$ cat src/rtl/mem_access_lsu.sv
// Memory-stage load/store unit: initiates data-bus transactions, formats store lanes,
// extends load data and forwards the control bundle to writeback with bubbles while busy.
module mem_access_lsu #(
    parameter int unsigned TIMEOUT   = 16,
    parameter int unsigned TIMEOUT_W = 5
) (
    input  logic        clk,
    input  logic        rst,
    input  logic        stall,
    input  logic        in_MemRead,
    input  logic        in_MemWrite,
    input  logic [2:0]  in_funct3,
    input  logic [31:0] in_addr,
    input  logic [31:0] in_store_data,
    input  logic        in_MemToReg,
    input  logic        in_RegWrite,
    input  logic [4:0]  in_RegDest,
    input  logic        in_PCSrc,
    input  logic [31:0] in_BranchTarget,
    output logic        mem_req,
    output logic        mem_we,
    output logic [31:0] mem_addr,
    output logic [31:0] mem_wdata,
    output logic [3:0]  mem_be,
    input  logic        mem_ack,
    input  logic [31:0] mem_rdata,
    output logic [31:0] data_mem,
    output logic [31:0] result_alu,
    output logic        out_MemToReg,
    output logic        out_RegWrite,
    output logic [4:0]  out_RegDest,
    output logic        out_PCSrc,
    output logic [31:0] out_BranchTarget,
    output logic        stall_out,
    output logic        bus_error
);
    typedef enum logic [1:0] {
        IDLE = 2'd0,
        BUSY = 2'd1,
        DONE = 2'd2
    } state_t;

    localparam logic [TIMEOUT_W-1:0] CNT_LAST = TIMEOUT_W'(TIMEOUT - 1);

    state_t               state_q;
    logic [TIMEOUT_W-1:0] cnt_q;

    logic        load_q, timeout_q;
    logic [2:0]  funct3_q;
    logic [31:0] addr_q, target_q, ldata_q;
    logic        memtoreg_q, regwrite_q, pcsrc_q;
    logic [4:0]  regdest_q;

    logic        mem_req_q, mem_we_q;
    logic [31:0] mem_addr_q, mem_wdata_q;
    logic [3:0]  mem_be_q;

    logic [31:0] data_mem_q, result_alu_q, out_BranchTarget_q;
    logic        out_MemToReg_q, out_RegWrite_q, out_PCSrc_q, bus_error_q;
    logic [4:0]  out_RegDest_q;

    logic        is_mem, aligned;
    logic [31:0] st_wdata, ld_ext;
    logic [3:0]  st_be;
    logic [7:0]  ld_byte;
    logic [15:0] ld_half;

    assign is_mem = in_MemRead | in_MemWrite;

    // funct3[1:0] gives the access size; encodings 10 and 11 both behave as a word
    always_comb begin
        aligned  = 1'b1;
        st_wdata = in_store_data;
        st_be    = 4'b1111;
        case (in_funct3[1:0])
            2'b00: begin
                st_wdata = {4{in_store_data[7:0]}};
                st_be    = 4'b0001 << in_addr[1:0];
            end
            2'b01: begin
                aligned  = ~in_addr[0];
                st_wdata = {2{in_store_data[15:0]}};
                st_be    = 4'b0011 << in_addr[1:0];
            end
            default: aligned = (in_addr[1:0] == 2'b00);
        endcase
    end

    always_comb begin
        ld_byte = mem_rdata[{addr_q[1:0], 3'b000} +: 8];
        ld_half = addr_q[1] ? mem_rdata[31:16] : mem_rdata[15:0];
        ld_ext  = mem_rdata;
        case (funct3_q)
            3'b000:  ld_ext = {{24{ld_byte[7]}}, ld_byte};
            3'b001:  ld_ext = {{16{ld_half[15]}}, ld_half};
            3'b100:  ld_ext = {24'd0, ld_byte};
            3'b101:  ld_ext = {16'd0, ld_half};
            default: ld_ext = mem_rdata;
        endcase
    end

    // Gated by rst so every output reads 0 while reset is held.
    always_comb begin
        stall_out = 1'b0;
        case (state_q)
            IDLE:    stall_out = is_mem & aligned & ~stall;
            BUSY:    stall_out = 1'b1;
            DONE:    stall_out = stall;
            default: stall_out = 1'b0;
        endcase
        if (rst) stall_out = 1'b0;
    end

    always_ff @(posedge clk or posedge rst) begin
        if (rst) begin
            state_q            <= IDLE;
            cnt_q              <= '0;
            load_q             <= 1'b0;
            timeout_q          <= 1'b0;
            funct3_q           <= '0;
            addr_q             <= '0;
            target_q           <= '0;
            ldata_q            <= '0;
            memtoreg_q         <= 1'b0;
            regwrite_q         <= 1'b0;
            pcsrc_q            <= 1'b0;
            regdest_q          <= '0;
            mem_req_q          <= 1'b0;
            mem_we_q           <= 1'b0;
            mem_addr_q         <= '0;
            mem_wdata_q        <= '0;
            mem_be_q           <= '0;
            data_mem_q         <= '0;
            result_alu_q       <= '0;
            out_BranchTarget_q <= '0;
            out_MemToReg_q     <= 1'b0;
            out_RegWrite_q     <= 1'b0;
            out_PCSrc_q        <= 1'b0;
            out_RegDest_q      <= '0;
            bus_error_q        <= 1'b0;
        end else begin
            bus_error_q <= 1'b0;
            case (state_q)
                IDLE: begin
                    if (!stall) begin
                        if (!is_mem) begin
                            result_alu_q       <= in_addr;
                            out_MemToReg_q     <= in_MemToReg;
                            out_RegWrite_q     <= in_RegWrite;
                            out_RegDest_q      <= in_RegDest;
                            out_PCSrc_q        <= in_PCSrc;
                            out_BranchTarget_q <= in_BranchTarget;
                        end else begin
                            out_RegWrite_q <= 1'b0;
                            out_PCSrc_q    <= 1'b0;
                            if (!aligned) begin
                                bus_error_q <= 1'b1;
                            end else begin
                                load_q      <= in_MemRead & ~in_MemWrite;
                                funct3_q    <= in_funct3;
                                addr_q      <= in_addr;
                                target_q    <= in_BranchTarget;
                                memtoreg_q  <= in_MemToReg;
                                regwrite_q  <= in_RegWrite;
                                pcsrc_q     <= in_PCSrc;
                                regdest_q   <= in_RegDest;
                                mem_req_q   <= 1'b1;
                                mem_we_q    <= in_MemWrite;
                                mem_addr_q  <= {in_addr[31:2], 2'b00};
                                mem_wdata_q <= st_wdata;
                                mem_be_q    <= st_be;
                                cnt_q       <= '0;
                                state_q     <= BUSY;
                            end
                        end
                    end
                end
                BUSY: begin
                    if (mem_ack) begin
                        mem_req_q <= 1'b0;
                        cnt_q     <= '0;
                        timeout_q <= 1'b0;
                        if (load_q) ldata_q <= ld_ext;
                        state_q   <= DONE;
                    end else if (cnt_q == CNT_LAST) begin
                        mem_req_q   <= 1'b0;
                        cnt_q       <= '0;
                        timeout_q   <= 1'b1;
                        ldata_q     <= '0;
                        bus_error_q <= 1'b1;
                        state_q     <= DONE;
                    end else begin
                        cnt_q <= cnt_q + TIMEOUT_W'(1);
                    end
                end
                DONE: begin
                    if (!stall) begin
                        result_alu_q       <= addr_q;
                        out_MemToReg_q     <= memtoreg_q;
                        out_RegWrite_q     <= regwrite_q & ~timeout_q;
                        out_RegDest_q      <= regdest_q;
                        out_PCSrc_q        <= pcsrc_q;
                        out_BranchTarget_q <= target_q;
                        if (load_q || timeout_q) data_mem_q <= ldata_q;
                        state_q <= IDLE;
                    end
                end
                default: state_q <= IDLE;
            endcase
        end
    end

    assign mem_req          = mem_req_q;
    assign mem_we           = mem_we_q;
    assign mem_addr         = mem_addr_q;
    assign mem_wdata        = mem_wdata_q;
    assign mem_be           = mem_be_q;
    assign data_mem         = data_mem_q;
    assign result_alu       = result_alu_q;
    assign out_MemToReg     = out_MemToReg_q;
    assign out_RegWrite     = out_RegWrite_q;
    assign out_RegDest      = out_RegDest_q;
    assign out_PCSrc        = out_PCSrc_q;
    assign out_BranchTarget = out_BranchTarget_q;
    assign bus_error        = bus_error_q;

endmodule

$ cat config.mk
export PLATFORM = sky130hd
export DESIGN_NAME = mem_access_lsu
export DESIGN_NICKNAME = d
export VERILOG_FILES = /design/src/rtl/mem_access_lsu.sv
export SDC_FILE = /design/constraint.sdc
export NUM_CORES = 1
export LEC_CHECK = 0
export CAP_MARGIN = 20
export CORE_MARGIN = 2
export CORE_UTILIZATION = 48
export DETAILED_ROUTE_END_ITERATION = 16
export HOLD_SLACK_MARGIN = 0.03
export PLACE_DENSITY = 0.77
export SLEW_MARGIN = 20
export SYNTH_ARGS = -nofsm -noshare
export SYNTH_HDL_FRONTEND = slang
export SYNTH_SLANG_ARGS = --single-unit
$ cat constraint.sdc
create_clock -name clk -period 10.3 [get_ports clk]
set_input_delay 2.06 -clock clk [delete_from_list [all_inputs] [get_ports clk]]
set_output_delay 2.06 -clock clk [all_outputs]
set_load 0.1 [all_outputs]
Word-level counts from Yosys, hierarchy flattened:

Index checks and enable logic that the tools add are counted.

* $add $sub $neg: 1
* $mul: 0
* div/mod/pow operators: 0
* magnitude comparators: 0
* equality and inequality tests: 14
* shifts and indexed selects: 3
* muxes and demuxes: 61
* bitwise operators: 9
* reduce and logical (&&, ||, !) cells: 17

Operators with widths (count)
* 2-to-1 mux 32 bit: 9
* one-hot mux 32 bit (2 select lines): 3
* one-hot mux 32 bit (4 select lines): 1
* 2-to-1 mux 5 bit: 8
* indexed part select 32 x 6 -> 8 bit: 1
* 2-to-1 mux 1 bit: 22
* one-hot mux 5 bit (2 select lines): 2
* 2-to-1 mux 16 bit: 1
* 2-to-1 mux 2 bit: 6
* one-hot mux 1 bit (2 select lines): 6
* AND reduction 4 bit: 3
* != test 2 bit, second input constant: 5
* AND reduction 5 bit: 2
* AND reduction 3 bit: 3
* one-hot mux 4 bit (2 select lines): 1
* == test 3 bit, second input constant: 2
* zero test 2 bit: 3
* one-hot mux 2 bit (3 select lines): 1
* nonzero test 2 bit: 3
* adder 5 x 1 -> 5 bit, second input constant: 1
* == test 5 x 4 -> 1 bit, second input constant: 1
* AND 1 bit: 4
* == test 2 x 1 -> 1 bit, second input constant: 2
* NOT 1 bit: 4
* 11 further kinds: 11

* register bits: 289
* latch bits: 0
* RAM bits: 0
* ROM bits: 0
* input port bits: 145
* output and inout port bits: 176
* word-level logic and storage cells: 130
* memories: 0

Depth between registers and ports, before layout:

* depth after elaboration: 6
* mapped depth: 7
* depth with buffers taken out: 5

Worst setup path after synthesis:

No wires, ideal clock.

* path kind: input to output
* start point: input port in_addr[0]
* end point: output port stall_out
* data arrival time: 4.219 ns
* data required time: 8.240 ns
* slack: 4.021 ns
* stages on the path: 4
* path buffers: 1
* cells stage by stage: clkbuf_1 -> o21ai_1 -> a41oi_1 -> a21oi_1

* longest elaborated chain between the ends: 6
* elaborated cells between the ends (all ways): 7
* classes of those cells: mux (3); bitwise (3); reduce/logical (1)

RTL lines
* start, declared: line 13 `input logic [31:0] in_addr,`
* zero test 2 bit or NOT 1 bit (tied branches): line 85, 81
* one-hot mux 1 bit (2 select lines) *: line 75 `case (in_funct3[1:0])`
* AND 1 bit * (2 in a row): line 106 `IDLE: stall_out = is_mem & aligned & ~stall;`
* one-hot mux 1 bit (3 select lines) *: line 105 `case (state_q)`
* 2-to-1 mux 1 bit *: line 111 `if (rst) stall_out = 1'b0;`
* end, declared: line 34 `output logic stall_out,`

Every way passes the cells marked *; elsewhere a longest branch is shown, timed or not.

Final worst setup path:

* start point: input port in_funct3[0]
* end point: output port stall_out

* longest elaborated chain between the ends: 6
* elaborated cells between the ends (all ways): 7
* classes of those cells: eq/ne (1); mux (3); bitwise (2); reduce/logical (1)

RTL lines
* start, declared: line 12 `input logic [2:0] in_funct3,`
* == test 2 x 1 -> 1 bit or zero test 2 bit (tied branches): line 75
* one-hot mux 1 bit (2 select lines) *: line 75
* AND 1 bit * (2 in a row): line 106
* one-hot mux 1 bit (3 select lines) *: line 105
* 2-to-1 mux 1 bit *: line 111

Marks and branches as above.

==> flow_summary.ini <==
[final_layout]
fin_nets = 1386
drive_gt1_share_pct = 14.9
syn_to_final_growth_pct = 35.6
nFillCells = 1792
final_cell_area_um2 = 15600

[setup_path]
cp.arrival_ps = 5030
cp-end-kind = output pin
critPathKind = primary input to output pin
crit_path_max_fanout = 13
critPathRequiredTime_ps = 8240
startpoint_type = primary input

[die]
ioPinCount = 321
core_area_um2 = 23500
die_w_um = 159
start_util_pct = 49.0
num_rows = 56
die_area_um2 = 25200
die_y_um = 159

[global_routing]
grt_max_degree = 115
grtUsageTotal_pct = 24.2
grt_pass1_wl_um = 49100
overflow = 0
antenna_found_initial = 1
grt_pass1_vias = 8731

[sta]
fin_skew_ps = 11.0
drv_slew = 0
final_hold_viol_count = 0
setup-tns-final_ps = 0
fin_crit_sh_pct = 68.8
rsz0062_at_grt = false
fin_crit_ps = 7090
finalSetupViolations = 0
worst_pin_slew_ps = 1110
fmax_mhz = 141
slew_headroom_pct = 25.6

[worst_hold_path]
hold_class = register to register

[routing]
dr.pass1.iters = 5
wire_per_inst_um = 19.3
via_count = 8469
routed_wl_um = 30500
first_iter_violations = 474
detail-route-antenna-nets = 0
drc = 0
detail_route.vias_per_cell = 5.35

[synthesis]
syn_area_um2 = 11500
avgSynthCellArea_um2 = 11.8
synthArstFlopShare_pct = 100
synthCells = 976
synth.top_cell.area_share_pct = 56.4
synth_top_cell_by_area = dfrtp_1
synth_edf_count = 0
yosysUniqueCellTypes = 48
seq_area_frac_synth_pct = 56.4
yosysWarnings = 0
synth_area_leaders = dfrtp_1, mux2_2, mux2i_1, o21ai_0, nand2_1
synth_top_flop_cell = dfrtp_1
ys_seq_elements = 259

[placement]
dp_hpwl_um = 20700
place_area_um2 = 14700
place_congestion = 0.845
io_buffers = 318

[clocking]
htree_levels = 1
insertion_delay_ps = 530
clk_pin_slew_worst_paths_ps = 60
cts_buffers = 28
root_buffer = clkbuf_16
ctsHoldBuffers = 0
numClockSinks = 259
tritoncts = built
cts_setup_buffers = 0
clockBufferDepth = 3
post_cts_resized = 0

[status]
status = complete, no violations

[flow_run]
max-cap-violations = 0
-- routing by layer --
layer | global-route usage [%] | wire length, um | up-vias
li1 | - | - | 3955
met1 | 30.9 | 12400 | 4140
met2 | 38.9 | 14300 | 313
met3 | 8.36 | 2810 | 61
met4 | 7.67 | 996 | 0
met5 | 0 | 0 | -
-- sequential cells by signal, summed over array words and instances (netlist names), 2 cells and up --
register / cells
mem_be: 4
data_mem: 32
cnt_q: 5
funct3_q: 3
state_q: 2
addr_q: 31
mem_wdata: 32
regdest_q: 5
ldata_q: 32
target_q: 32
result_alu: 32
out_BranchTarget: 32
out_RegDest: 5
-- stage by stage --
stage          utilization [%]  hold slack [ps]  cells  setup slack, ps
3_3_place_gp              62.5              460   1528             3330
6_report                  66.4              478   1582             3210
2_1_floorplan                -              444    977             1110
4_1_cts                   66.3              483   1580             3250
5_1_grt                   66.4              502   1581             3050
3_5_place_dp              62.5              469   1528             3270
-- logic make-up after synthesis --
| kind of cell | share of synthesized area, % |
|---|---|
| simple gates | 8.27 |
| flops | 56.4 |
| mux | 19.8 |
| compound gates | 10.7 |
| other cells | 0.0326 |
| buf+inv | 4.67 |
| fa+ha+maj | 0.109 |
-- final timing paths --
path | slack [ps] | depth (start not counted) | from | end
max | 3210 | 5 | in_funct3[0] | stall_out
min | 480 | 2 | result_alu[28] | result_alu[28]
max reg2reg | 7220 | 5 | state_q[1] | regdest_q[1]
min reg2reg | 480 | 2 | result_alu[28] | result_alu[28]
max in group asynchronous | 6740 | 3 | rst | mem_wdata[7]
min in group asynchronous | 2120 | 2 | rst | state_q[1]
-- cell type report --
cell class	count	area, um^2	share of cell area (%)
Multi-Input combinational cell	619	4530	29.0
Inverter	5	26.3	0.169
Timing Repair Buffer	327	3270	21.0
Tap cell	319	399	2.56
Clock inverter	6	30.0	0.193
Sequential cell	259	6480	41.6
Antenna cell	1	2.50	0.0161
Clock buffer	46	850	5.45
-- critical path, stage by stage --
cell and delay, ps:
clkdlybuf4s50_1 930, nand2_1 280, a41oi_1 610, a21oi_1 140, clkdlybuf4s50_1 1010
-- cell usage after synthesis (6+ instances only) --
library cell,instances
and3b_1,13
a221o_1,7
a221o_2,10
buf_4,32
nand2_1,121
or3_1,8
mux2_2,115
mux2i_1,94
buf_1,6
nor2b_1,11
o21ai_0,125
dfrtp_1,259
a21oi_1,35
a211o_1,13
clkbuf_1,30
buf_2,24
nor2_1,25
-- layout by cell type (no fill, tap or decap), types with 7 or more instances in the layout --
master / count
dfrtp_1: 259
a221o_2: 10
mux2_2: 115
and3b_1: 13
or3_1: 8
a211o_1: 13
clkbuf_16: 29
nor2_1: 25
nand2_1: 121
nor2b_1: 11
o21ai_0: 125
a21oi_1: 34
a221o_1: 7
clkbuf_1: 11
mux2i_1: 94
clkdlybuf4s50_1: 318
buf_4: 8
Power is left out: the tool's default activity adds up to more than one toggle a clock period on the data nets, which glitch-free logic cannot reach.
